File: config.mk
export PLATFORM = sky130hd
export DESIGN_NAME = chess_clock_ctrl
export DESIGN_NICKNAME = d
export VERILOG_FILES = /design/src/rtl/chess_clock_ctrl.sv
export SDC_FILE = /design/constraint.sdc
export NUM_CORES = 1
export LEC_CHECK = 0
export ABC_AREA = 1
export CORE_MARGIN = 3
export CORE_UTILIZATION = 41
export CTS_BUF_LIST = sky130_fd_sc_hd__clkbuf_8
export DETAILED_ROUTE_END_ITERATION = 10
export PLACE_DENSITY = 0.68
export SETUP_SLACK_MARGIN = 0.3
export SYNTH_ARGS = -nofsm -noshare
export SYNTH_HDL_FRONTEND = slang
export SYNTH_SLANG_ARGS = --single-unit
File: constraint.sdc
create_clock -name clk -period 2.6 [get_ports clk]
set_input_delay 0.26 -clock clk [delete_from_list [all_inputs] [get_ports clk]]
set_output_delay 0.26 -clock clk [all_outputs]
set_load 0.005 [all_outputs]
File: src/rtl/chess_clock_ctrl.sv
// chess_clock_ctrl
//
// Two-player countdown controller. One decrement datapath is shared between
// player A and player B. A prescaler turns clk into decrement ticks, the
// active player's counter decrements once per tick, and the turn passes to
// the opponent on that player's switch button. Owns load, start/pause, turn
// arbitration and timeout detection.
//
// Parameters
//   WIDTH     width of each player's time counter
//   PRESCALE  clk cycles per decrement tick (>= 1)
//
// Ports
//   clk        system clock, rising edge
//   rst        asynchronous reset, active low
//   load       load time_init into both counters (IDLE/PAUSED/TIMEOUT only)
//   time_init  initial time for both players
//   start      start from IDLE (A first) or resume from PAUSED
//   pause      freeze the running clock
//   switch_a   player A ends turn (RUN_A only)
//   switch_b   player B ends turn (RUN_B only)
//   time_a     remaining time of player A
//   time_b     remaining time of player B
//   turn       0 = A active/last active, 1 = B
//   state      IDLE=0, RUN_A=1, RUN_B=2, PAUSED=3, TIMEOUT=4
//   tick       one-cycle pulse aligned with a freshly decremented counter
//   flag_a     A ran out of time (sticky until load/reset)
//   flag_b     B ran out of time (sticky until load/reset)

module chess_clock_ctrl #(
    parameter int WIDTH    = 16,
    parameter int PRESCALE = 10
) (
    input  logic             clk,
    input  logic             rst,
    input  logic             load,
    input  logic [WIDTH-1:0] time_init,
    input  logic             start,
    input  logic             pause,
    input  logic             switch_a,
    input  logic             switch_b,
    output logic [WIDTH-1:0] time_a,
    output logic [WIDTH-1:0] time_b,
    output logic             turn,
    output logic [2:0]       state,
    output logic             tick,
    output logic             flag_a,
    output logic             flag_b
);

    localparam int PW = (PRESCALE > 1) ? $clog2(PRESCALE) : 1;
    localparam logic [PW-1:0] PRESC_LAST = PW'(PRESCALE - 1);

    typedef enum logic [2:0] {
        IDLE    = 3'd0,
        RUN_A   = 3'd1,
        RUN_B   = 3'd2,
        PAUSED  = 3'd3,
        TIMEOUT = 3'd4
    } state_e;

    state_e           state_q, state_d;
    logic [WIDTH-1:0] time_a_q, time_a_d;
    logic [WIDTH-1:0] time_b_q, time_b_d;
    logic [PW-1:0]    presc_q, presc_d;
    logic             turn_q, turn_d;
    logic             tick_q, tick_d;
    logic             flag_a_q, flag_a_d;
    logic             flag_b_q, flag_b_d;

    logic             running;
    logic             isRunB;
    logic [WIDTH-1:0] activeTime;
    logic [WIDTH-1:0] decTime;
    logic             ownSwitch;
    logic             tickDue;
    logic             expire;
    logic             switchTaken;
    logic             loadTaken;

    // Shared run-time decisions. Pause outranks the tick, and an expiring
    // tick outranks the switch. A zero counter is never decremented further,
    // it only forces the timeout.
    always_comb begin
        running     = (state_q == RUN_A) || (state_q == RUN_B);
        isRunB      = (state_q == RUN_B);
        activeTime  = isRunB ? time_b_q : time_a_q;
        ownSwitch   = isRunB ? switch_b : switch_a;
        decTime     = (activeTime == '0) ? '0 : activeTime - WIDTH'(1);
        tickDue     = running && !pause && (presc_q == PRESC_LAST);
        expire      = tickDue && (decTime == '0);
        switchTaken = running && !pause && !expire && ownSwitch;
        loadTaken   = load && ((state_q == IDLE) || (state_q == PAUSED) ||
                               (state_q == TIMEOUT));
    end

    // State and datapath registers.
    always_ff @(posedge clk or negedge rst) begin
        if (!rst) begin
            state_q  <= IDLE;
            time_a_q <= '0;
            time_b_q <= '0;
            presc_q  <= '0;
            turn_q   <= 1'b0;
            tick_q   <= 1'b0;
            flag_a_q <= 1'b0;
            flag_b_q <= 1'b0;
        end else begin
            state_q  <= state_d;
            time_a_q <= time_a_d;
            time_b_q <= time_b_d;
            presc_q  <= presc_d;
            turn_q   <= turn_d;
            tick_q   <= tick_d;
            flag_a_q <= flag_a_d;
            flag_b_q <= flag_b_d;
        end
    end

    // Next-state logic. Load beats start wherever both are legal.
    always_comb begin
        state_d = state_q;
        unique case (state_q)
            IDLE: begin
                if (!load && start) begin
                    state_d = (time_a_q == '0) ? TIMEOUT : RUN_A;
                end
            end
            RUN_A, RUN_B: begin
                if (pause) begin
                    state_d = PAUSED;
                end else if (expire) begin
                    state_d = TIMEOUT;
                end else if (switchTaken) begin
                    state_d = isRunB ? RUN_A : RUN_B;
                end
            end
            PAUSED: begin
                if (load) begin
                    state_d = IDLE;
                end else if (start) begin
                    state_d = turn_q ? RUN_B : RUN_A;
                end
            end
            TIMEOUT: begin
                if (load) begin
                    state_d = IDLE;
                end
            end
            default: state_d = IDLE;
        endcase
    end

    // Datapath and registered-output next values. On a tick that coincides
    // with a switch the decrement lands first, then the switch restarts the
    // prescaler for the new player.
    always_comb begin
        time_a_d = time_a_q;
        time_b_d = time_b_q;
        presc_d  = presc_q;
        turn_d   = turn_q;
        tick_d   = 1'b0;
        flag_a_d = flag_a_q;
        flag_b_d = flag_b_q;

        if (loadTaken) begin
            time_a_d = time_init;
            time_b_d = time_init;
            flag_a_d = 1'b0;
            flag_b_d = 1'b0;
        end else if ((state_q == IDLE) && start) begin
            presc_d = '0;
            turn_d  = 1'b0;
            if (time_a_q == '0) begin
                flag_a_d = 1'b1;
            end
        end else if (running && !pause) begin
            if (tickDue) begin
                tick_d  = 1'b1;
                presc_d = '0;
                if (isRunB) begin
                    time_b_d = decTime;
                    if (expire) flag_b_d = 1'b1;
                end else begin
                    time_a_d = decTime;
                    if (expire) flag_a_d = 1'b1;
                end
            end else begin
                presc_d = presc_q + PW'(1);
            end
            if (switchTaken) begin
                presc_d = '0;
                turn_d  = ~turn_q;
            end
        end
    end

    assign time_a = time_a_q;
    assign time_b = time_b_q;
    assign turn   = turn_q;
    assign state  = state_q;
    assign tick   = tick_q;
    assign flag_a = flag_a_q;
    assign flag_b = flag_b_q;

endmodule

==> reports/qor.txt, run 1 <==
share of synthesized cell area in full adder, half adder and majority cells = 1.54%
multiplexer fraction of the synthesized cell area = 0%
Slowest-stage cell, CP = sky130_fd_sc_hd__dfrtp_2
summed area of non-filler cells in the final layout = 4820 um2
part of the Yosys area used for sequential elements = 33.2%
count of hold buffers inserted by post-cts repair = 0
clock buffers created by TritonCTS = 5
number of cells on the worst reg-to-reg path = 17
critical path class = register to register
Area growth, synth to finish = 48.6%
per-cell via count in the routed design = 5.34
maximum number of pins on one net before global-route repair = 44
gate count of the mapped netlist = 498
largest family of logic cells by synthesized area = simple AND/OR/NAND/NOR gates
last weighted congestion value of the routability-driven placer = 0.990
Final Core Density = 64.7%
TritonCTS clock tree = yes
Synth Cell Area = 3240 um2
Placed Cells incl. Taps = 672
type of the tightest min-delay check = primary input to asynchronous set/reset pin
static leakage power = 2.30 nW
actual transition at the worst max-transition pin = 1.01 ns
commonest register cell after synthesis = sky130_fd_sc_hd__dfrtp_1
cell type group with the largest total delay on the critical path = simple AND/OR/NAND/NOR gates
series of cell instances along the critical path = inv_2 > nand3_4 > buf_6 > nand2_4 > o21ai_4 > ha_2 > buf_4 > xnor2_1 > o21ai_2 > nand2_1 > nor2_2 > nand2_1 > nor2_2 > nand2_4 > nand3_4 > nand3_4 > o21ai_2
endpoint of the worst-slack reg-to-reg timing path = presc_q[1]
post-DR wirelength/cell = 16.2 um
detailed placement HPWL = 8.13 mm
cell with the most instances after synthesis = sky130_fd_sc_hd__nand2_1
met3 Usage GRT = 3.98%
clock-pin transition on the worst setup and hold timing paths = 0.09 ns
required time worst endpoint = 2.84 ns
Buffers & Inverters on Critical Path = 3
status = finished, final reports clean
Final Power = 7.34 mW
residual DRC count = 0
violation count after the first detailed-route iteration = 179
worst hold slack = 0.112 ns
signal arrival time at the worst endpoint = 2.83 ns
initial standard-cell utilization of the core = 43.5%
total wire length after detailed routing = 11.2 mm
synthesized-area fraction occupied by ao, oa, aoi and oai cells = 11.0%
cell taking the most area after synthesis = sky130_fd_sc_hd__dfrtp_1
total number of cells along the worst setup path = 17
proportion of netlist area held by the largest area contributor = 33.2%
met2 track demand over resource = 42.1%
global route hottest layer = met2
antenna violations before repair = 0
global routing met1 resource utilization = 33.1%
dominant cell type by count on the critical path = sky130_fd_sc_hd__nand3_4
Nets = 621
Async SR Flop Fraction = 100%
count of max-cap constraint violations = 0
hold violation total from the final report = 0
Max Slew Vio Count = 0
FF-to-FF Start = state[2]
final antenna-violating net count = 0
maximum level of the CTS H-tree = 2
RSZ-0062 raised after global routing = yes
Fin Setup TNS = 0 ns
yosys warns = 0
startpoint type of the worst setup path = register
peak supply drop = 620 uV
Die Span X = 94.9 um
Power Dens Cells = 1520 nW/um2
most frequent cells after synthesis = 181 x sky130_fd_sc_hd__nand2_1, 51 x sky130_fd_sc_hd__inv_1, 51 x sky130_fd_sc_hd__o21ai_0
Max stage delay on crit path = 0.43 ns
total nets after synthesis = 525
final setup violation count = 0
syn_area_per_cell = 6.51 um2
via count of the routed design = 3,705
Yosys cell types = 32
number of enable-type register cells in the synthesized netlist = 0
number of top-level design ports = 62
reg2reg setup slack = 0.009 ns
final period utilization = 99.7%
DP Area = 4160 um2
count of standard-cell rows = 31
clock insertion delay at the later pin of the skew report = 0.31 ns
highest fanout seen on the critical path = 7
Die H = 94.9 um
post-route clock skew = 0.00734 ns
via count of the first global-routing pass = 3,631
type of destination of the critical path = register
CTS Buffer Depth = 2
f_max = 386 MHz
residual overflow from global routing = 0
critical path endpoint = presc_q[1]
wire length of the first global-routing pass = 17.6 mm
launching element of the worst setup path = state[2]
simple-gate area share of the yosys netlist = 43.9%
final worst setup slack = 0.00871 ns
Sinks on Clock Net = 43
Clock Root Buffer = sky130_fd_sc_hd__clkbuf_8
first drt pass iteration count = 5
Slew Limit Headroom = 33.0%
total die area = 9010 um2
layout cell share with drive strength beyond 1 = 28.7%
placeable core area = 7450 um2
Diodes inserted = 0
Period minus WS final = 2.59 ns
xor/xnor cell area share of the yosys netlist = 1.08%
synthesized flop and latch total = 43
total routing resource utilization after global routing = 24.9%
count of port buffers added during placement = 61
post-placement setup slack = -0.0243 ns
Non-Filler Instances = 694
largest cells by area after synthesis = sky130_fd_sc_hd__dfrtp_1 33%, sky130_fd_sc_hd__nand2_1 21%, sky130_fd_sc_hd__o21ai_0 7.9%
## worst min path at each step
stage | to | from | cells past startpoint | slack [ns]
4_1_cts | time_b[5] | rst | 1 | 0.15
5_1_grt | time_b[5] | rst | 1 | 0.20
2_1_floorplan | flag_a | rst | 0 | -0.04
6_report | time_b[6] | rst | 1 | 0.11
3_5_place_dp | flag_a | flag_a | 2 | 0.47
3_3_place_gp | time_b[5] | rst | 1 | 0.47
## sequential cells by signal, indices dropped and copies added, names as in the netlist
signal,cells
state,3
time_b,16
flag_b,1
tick,1
presc_q,4
flag_a,1
time_a,16
turn,1
## report_power, final
| group | switching (mW) | internal [mW] |
|---|---|---|
| logic | 3.26 | 2.37 |
| clock network | 0.268 | 0.188 |
| registers | 0.287 | 0.973 |
| total | 3.81 | 3.53 |
## cell usage in the layout, fill, tap and decap left out, types with 2 or more instances in the layout
master | netlist | routed
sky130_fd_sc_hd__nor2_4 | 3 | 11
sky130_fd_sc_hd__clkinvlp_4 | 0 | 2
sky130_fd_sc_hd__dfrtp_1 | 43 | 41
sky130_fd_sc_hd__nand3_1 | 45 | 34
sky130_fd_sc_hd__o21ai_0 | 51 | 21
sky130_fd_sc_hd__buf_12 | 0 | 4
sky130_fd_sc_hd__o21ai_2 | 2 | 16
sky130_fd_sc_hd__a21oi_1 | 3 | 2
sky130_fd_sc_hd__nand4_1 | 12 | 12
sky130_fd_sc_hd__buf_4 | 1 | 31
sky130_fd_sc_hd__o21ai_1 | 6 | 21
sky130_fd_sc_hd__clkbuf_8 | 0 | 5
sky130_fd_sc_hd__xnor2_1 | 2 | 2
sky130_fd_sc_hd__nor3_2 | 0 | 2
sky130_fd_sc_hd__or2_2 | 3 | 3
sky130_fd_sc_hd__clkbuf_16 | 0 | 2
sky130_fd_sc_hd__o21bai_1 | 2 | 2
sky130_fd_sc_hd__nand3b_1 | 8 | 8
sky130_fd_sc_hd__nand2_4 | 3 | 11
sky130_fd_sc_hd__ha_1 | 4 | 2
sky130_fd_sc_hd__buf_6 | 3 | 6
sky130_fd_sc_hd__nand3_4 | 2 | 9
sky130_fd_sc_hd__nand2_1 | 181 | 150
sky130_fd_sc_hd__clkdlybuf4s50_1 | 0 | 60
sky130_fd_sc_hd__inv_1 | 51 | 46
sky130_fd_sc_hd__nand2_2 | 5 | 28
sky130_fd_sc_hd__inv_2 | 5 | 10
sky130_fd_sc_hd__dfrtp_2 | 0 | 2
sky130_fd_sc_hd__nor2_2 | 6 | 11
sky130_fd_sc_hd__nor2_1 | 31 | 18
sky130_fd_sc_hd__nand3_2 | 6 | 10
## kinds of logic (layout without fill, tap and decap cells)
logic type / count (synthesis) / count (layout)
xor gates and xnor gates: 4 / 4
DFF: 43 / 43
and+or+nand+nor: 308 / 309
adders and majority gates: 4 / 4
AOI/OAI and AO/OA: 67 / 67
buffers and inverters: 72 / 168
## layout make-up
class / instances / area (um2)
fillers: 684 / 2630
multi-input cells: 384 / 2280
flip-flops and latches: 43 / 1080
repair buffers: 104 / 1040
inverters: 56 / 210
well taps: 99 / 124
clock buffers: 5 / 68.8
clock inverters: 3 / 20.0
## layer usage
metal  part of all wire (%)  up-vias  wire length (um)
li1                       -     1793                 -
met5                      0        -                 0
met1                     43     1773              4790
met4                    2.0        0               223
met2                     50      119              5570
met3                    5.6       20               623
## what timing repair did
item | in CTS | in global routing
gates resized for setup | 29 | 113
setup endpoints to repair | 26 | 41
pin swaps | 15 | 20
hold endpoints to repair | 0 | 0
buffers inserted | 3 | 8
gates cloned | 1 | 2
(Power assumes the default switching activity.)
==> run 2, diff against run 1 <==
--- a/config.mk
+++ b/config.mk
@@ -7,10 +7,10 @@
 export LEC_CHECK = 0
 export ABC_AREA = 1
 export CORE_MARGIN = 3
-export CORE_UTILIZATION = 41
+export CORE_UTILIZATION = 49
 export CTS_BUF_LIST = sky130_fd_sc_hd__clkbuf_8
 export DETAILED_ROUTE_END_ITERATION = 10
-export PLACE_DENSITY = 0.68
+export PLACE_DENSITY = 0.79
 export SETUP_SLACK_MARGIN = 0.3
 export SYNTH_ARGS = -nofsm -noshare
 export SYNTH_HDL_FRONTEND = slang
==> run 2 against run 1 <==
Net effect:
- the run now ends with negative setup slack left
- worst setup slack got worse by 0.15 ns
- critical path depth increased by 3
- clock skew increased by 0.0018 ns
- clock-buffer cell count unchanged
- wire length increased by 6.7%
- die area decreased by 15%
- first-iteration DRC count increased by 93%
- final area increased by 0.78%
- power increased by 3.2%
- fmax decreased by 5.4%
- register-to-register slack got worse by 0.15 ns
- clock power decreased by 4.4%
- largest power group unchanged
- highest routed layer unchanged
==> reports/qor.txt, run 2 (same netlist as run 1, synthesis figures left out) <==
maximum level of the CTS H-tree = 2
status = complete, but fails checks
Diodes inserted = 0
Placed Cells incl. Taps = 649
number of top-level design ports = 62
FF-to-FF Start = state[1]
most frequent cells in the layout = 155 x sky130_fd_sc_hd__nand2_1, 60 x sky130_fd_sc_hd__clkdlybuf4s50_1, 48 x sky130_fd_sc_hd__inv_1, 43 x sky130_fd_sc_hd__buf_4, 41 x sky130_fd_sc_hd__dfrtp_1
Nets = 641
Final Core Density = 76.1%
post-route clock skew = 0.00917 ns
series of cell instances along the critical path = inv_2 > nor2_4 > buf_12 > buf_8 > nand3_1 > nand2_2 > nor2_4 > nand2_2 > nor2_4 > nand2_4 > o21ai_2 > nand2_1 > nor2_2 > nand3_2 > o21bai_1 > nand2_1 > nand2_1 > nand2_1 > nand2_1 > nand2_1
required time worst endpoint = 2.80 ns
dominant cell type by count on the critical path = sky130_fd_sc_hd__nand2_1
total routing resource utilization after global routing = 29.8%
maximum number of pins on one net before global-route repair = 29
hold violation total from the final report = 0
violation count after the first detailed-route iteration = 346
layout cell share with drive strength beyond 1 = 28.8%
sequential share of power = 16.8%
post-placement setup slack = -0.00799 ns
last weighted congestion value of the routability-driven placer = 0.977
clock share of power = 5.8%
actual transition at the worst max-transition pin = 0.788 ns
f_max = 365 MHz
type of destination of the critical path = register
count of port buffers added during placement = 61
placeable core area = 6390 um2
clock buffers created by TritonCTS = 5
count of max-cap constraint violations = 0
post-DR wirelength/cell = 17.3 um
P_int = 3.66 mW
DP Area = 4130 um2
Slowest-stage cell, CP = sky130_fd_sc_hd__dfrtp_2
Combinational Power Share = 77.4%
per-cell via count in the routed design = 5.74
RSZ-0062 raised after global routing = yes
via count of the first global-routing pass = 3,687
residual DRC count = 0
critical path endpoint = state[0]
reg2reg setup slack = -0.14 ns
worst hold slack = 0.497 ns
residual overflow from global routing = 0
proportion of total power due to net switching = 51.7%
Switching Power = 3.91 mW
first drt pass iteration count = 8
Area growth, synth to finish = 49.8%
final worst setup slack = -0.140 ns
Die H = 87.4 um
clock insertion delay at the later pin of the skew report = 0.31 ns
startpoint type of the worst setup path = register
static leakage power = 2.35 nW
Final Power = 7.57 mW
Slew Limit Headroom = 47.0%
final antenna-violating net count = 0
Non-Filler Instances = 692
Max Slew Vio Count = 0
violated checks = negative setup slack
peak supply drop = 1190 uV
Period minus WS final = 2.74 ns
antenna violations before repair = 0
signal arrival time at the worst endpoint = 2.94 ns
wire length of the first global-routing pass = 17.8 mm
launching element of the worst setup path = state[1]
final period utilization = 105%
summed area of non-filler cells in the final layout = 4860 um2
Max stage delay on crit path = 0.46 ns
TritonCTS clock tree = yes
CTS Buffer Depth = 2
detailed placement HPWL = 8.09 mm
leading cell type in the layout, fill and taps excluded = sky130_fd_sc_hd__nand2_1
initial standard-cell utilization of the core = 50.8%
final setup violation count = 6
Clock Root Buffer = sky130_fd_sc_hd__clkbuf_8
clock-pin transition on the worst setup and hold timing paths = 0.08 ns
total die area = 7630 um2
critical path class = register to register
endpoint of the worst-slack reg-to-reg timing path = state[0]
highest fanout seen on the critical path = 6
Power Dens Cells = 1560 nW/um2
via count of the routed design = 3,971
Sinks on Clock Net = 43
number of cells on the worst reg-to-reg path = 20
total wire length after detailed routing = 12.0 mm
count of standard-cell rows = 29
Fin Setup TNS = -0.291 ns
type of the tightest min-delay check = register to register
Die Span X = 87.4 um
## run 2: worst min path at each step
| stage | slack (ns) | start | end | depth (start not counted) |
|---|---|---|---|---|
| after global placement | 0.31 | rst | turn | 1 |
| final | 0.50 | flag_a | flag_a | 2 |
| after CTS | 0.49 | flag_a | flag_a | 2 |
| after floorplan | -0.04 | rst | flag_a | 0 |
| after global routing | 0.53 | flag_a | flag_a | 2 |
| after detailed placement | 0.32 | rst | presc_q[0] | 1 |
## run 2: critical path: cells and delay by family (launching register included)
family                 cells  cell delay, ns
AOI/OAI and AO/OA          2            0.24
buffers and inverters      3            0.35
DFF                        1            0.46
and+or+nand+nor           15            1.58
## run 2: layout make-up
cell class	count	area, um2
clock buffers	5	68.8
inverters	56	214
multi-input cells	385	2200
repair inverters	2	15.0
fillers	493	1530
clock inverters	3	16.3
well taps	77	96.3
flip-flops and latches	43	1080
repair buffers	121	1170
## run 2: routing by layer
| layer | track usage [%] | vias to the layer above | share of wire, % |
|---|---|---|---|
| li1 | - | 1838 | - |
| met1 | 38.1 | 1853 | 40 |
| met2 | 49.5 | 212 | 48 |
| met3 | 4.54 | 68 | 7.5 |
| met4 | 13.0 | 0 | 4.7 |
| met5 | 0 | - | 0 |
## run 2: power by group through the flow
| stage | clock [mW] | sequential (mW) | combinational [mW] |
|---|---|---|---|
| final | 0.436 | 1.28 | 5.86 |
| after global routing | 0.464 | 1.31 | 6.32 |
| after CTS | 0.437 | 1.27 | 4.65 |
| after detailed placement | 0 | 1.28 | 4.42 |
| after global placement | 0 | 1.27 | 4.35 |
| after floorplan | 0 | 1.25 | 2.71 |
## run 2: repair_timing
item	CTS	global route
resized for setup	18	101
pin swaps	4	32
endpoints found under the setup margin	22	42
cloned	2	4
setup buffers	5	23
hold buffers	1	0
endpoints found under the hold margin	27	0
==> RTL edit (config.mk and constraints of run 1) <==
Set the parameter `WIDTH` to 20 (it was 16).
--- a/src/rtl/chess_clock_ctrl.sv
+++ b/src/rtl/chess_clock_ctrl.sv
@@ -28,7 +28,7 @@
 //   flag_b     B ran out of time (sticky until load/reset)
 
 module chess_clock_ctrl #(
-    parameter int WIDTH    = 16,
+    parameter int WIDTH    = 20,
     parameter int PRESCALE = 10
 ) (
     input  logic             clk,
Ports: changed (resized time_a, time_b and time_init); port bits go from 62 to 74. The function was not compared with the original's and may differ.
==> RTL edit against run 1 <==
Synthesized area up 20%; total power is 39% higher; hold slack improved by 0.30 ns; design area grew 37%; the flow now finishes with violations (negative setup slack); critical path type unchanged; sequential power up 27%; sequential share of layout area is 2.9 points lower; wire length grew 38%; setup slack got worse by 0.29 ns; fmax fell by 10%; sequential cell count increased by 8; critical endpoint is now state[2]$_DFFE_PN0P_.
==> RTL edit: results (changes against run 1) <==
| Metric | Value |
|---|---|
| Worst-path fanout max | 6 (was 7) |
| Commonest cells in the synthesized netlist | nand2_1, o21ai_0, inv_1, nand3_1, dfrtp_1 (was nand2_1, inv_1, o21ai_0) |
| Hold slack | 0.416 ns (was 0.112 ns) |
| Worst slew pin tran | 0.578 ns (was 1.01 ns) |
| Reg2Reg Launch Point | state[0]$_DFFE_PN0P_ (was state[2]$_DFFE_PN0P_) |
| Placed Cells | 827 (was 672) |
| Pre-CTS setup slack | -0.266 ns (was -0.0243 ns) |
| Met3 WL | 972 µm (was 623 µm) |
| Critical Path Sink | state[2]$_DFFE_PN0P_ (was presc_q[1]$_DFFE_PN0P_) |
| Synth top area cells | dfrtp_1, nand2_1, o21ai_0, nand3_1, inv_1 (unchanged) |
| Post-Route Setup TNS | -2.65 ns (was 0 ns) |
| Int Pwr | 5.22 mW (was 3.53 mW) |
| Violated checks | negative setup slack |
| Met2 Wirelength | 7.51 mm (was 5.57 mm) |
| Gpl congestion | 0.970 (was 0.990) |
| Peak VDD IR | 669 µV (was 620 µV) |
| Fraction of layout cells with a size suffix above 1 | 0.400 (was 0.287) |
| Register area share after synthesis | 0.327 (was 0.332) |
| DP HPWL | 9.79 mm (was 8.13 mm) |
| R2r worst-path depth | 20 (was 17) |
| Post-CTS setup buffer count | 28 (was 3) |
| Outcome | complete, but fails checks (was finished clean) |
| Arr. time, crit path | 3.14 ns (was 2.83 ns) |
| Final wirelength | 15.5 mm (was 11.2 mm) |
| Clock Skews | 0.0110 ns (was 0.00734 ns) |
| Layout fillers | 644 (was 684) |
| GRT Resource Usage Total | 0.253 (was 0.249) |
| Final WS setup | -0.285 ns (was 0.00871 ns) |
| Vias in the first global route | 4383 (was 3631) |
| Synth Area per Inst | 6.78 µm² (was 6.51 µm²) |
| CTS Hold Buffers Added | 1 (was 0) |
| Final setup viols | 12 (was 0) |
| # port buffers | 73 (was 61) |
| Starting DRT DRC Count | 363 (was 179) |
| Post-Layout Cell Count | 891 (was 694) |
| Netlist cell types | 39 (was 32) |
| Placed cell area | 0.00531 mm² (was 0.00416 mm²) |
==> RTL edit: cell types whose count changed after synthesis, moves of 7 or more <==
cell	delta
o21ai_0	+19
nand2_2	+17
nand3_2	+8
nand4_1	-7
dfrtp_1	+8
nand3b_1	-7
nand2_1	+13
nand3_1	+8
==> RTL edit: area by class of cell <==
class | count | area, µm² | share of cell area
clock buffers | 7 | 96.3 | 0.0146
clock inverters | 1 | 7.51 | 0.00114
inverters | 61 | 253 | 0.0384
multi-input cells | 445 | 2810 | 0.427
flip-flops and latches | 51 | 1280 | 0.194
well taps | 126 | 158 | 0.0240
repair buffers | 200 | 1980 | 0.301
==> RTL edit: layer usage <==
metal,track usage,up-vias
met1,0.340,2292
met5,0,-
met3,0.0404,38
li1,-,2251
met4,0.0788,0
met2,0.419,212
==> RTL edit: power by group through the flow <==
| stage | registers [mW] | clock network (mW) | logic [mW] |
|---|---|---|---|
| floorplan | 1.51 | 0 | 3.32 |
| global placement | 1.57 | 0 | 5.76 |
| detailed placement | 1.57 | 0 | 5.81 |
| CTS | 1.56 | 0.537 | 6.75 |
| global route | 1.65 | 0.560 | 8.66 |
| finish | 1.60 | 0.530 | 8.10 |
==> RTL edit: worst max-delay path: cells and delay by family (launching register included) <==
family | cells | cell delay [ns]
AND/OR/NAND/NOR | 15 | 1.77
flip-flops | 1 | 0.43
buffers and inverters | 3 | 0.36
adder cells (fa/ha/maj) | 1 | 0.16
AO/OA/AOI/OAI | 1 | 0.10
==> RTL edit: kinds of logic after synthesis <==
logic type      count (synthesis)  share of synthesized area
flops                          51                      0.327
buf+inv                        81                     0.0942
fa+ha+maj                       4                     0.0128
compound gates                 83                      0.113
xor+xnor                        5                     0.0112
simple gates                  352                      0.441
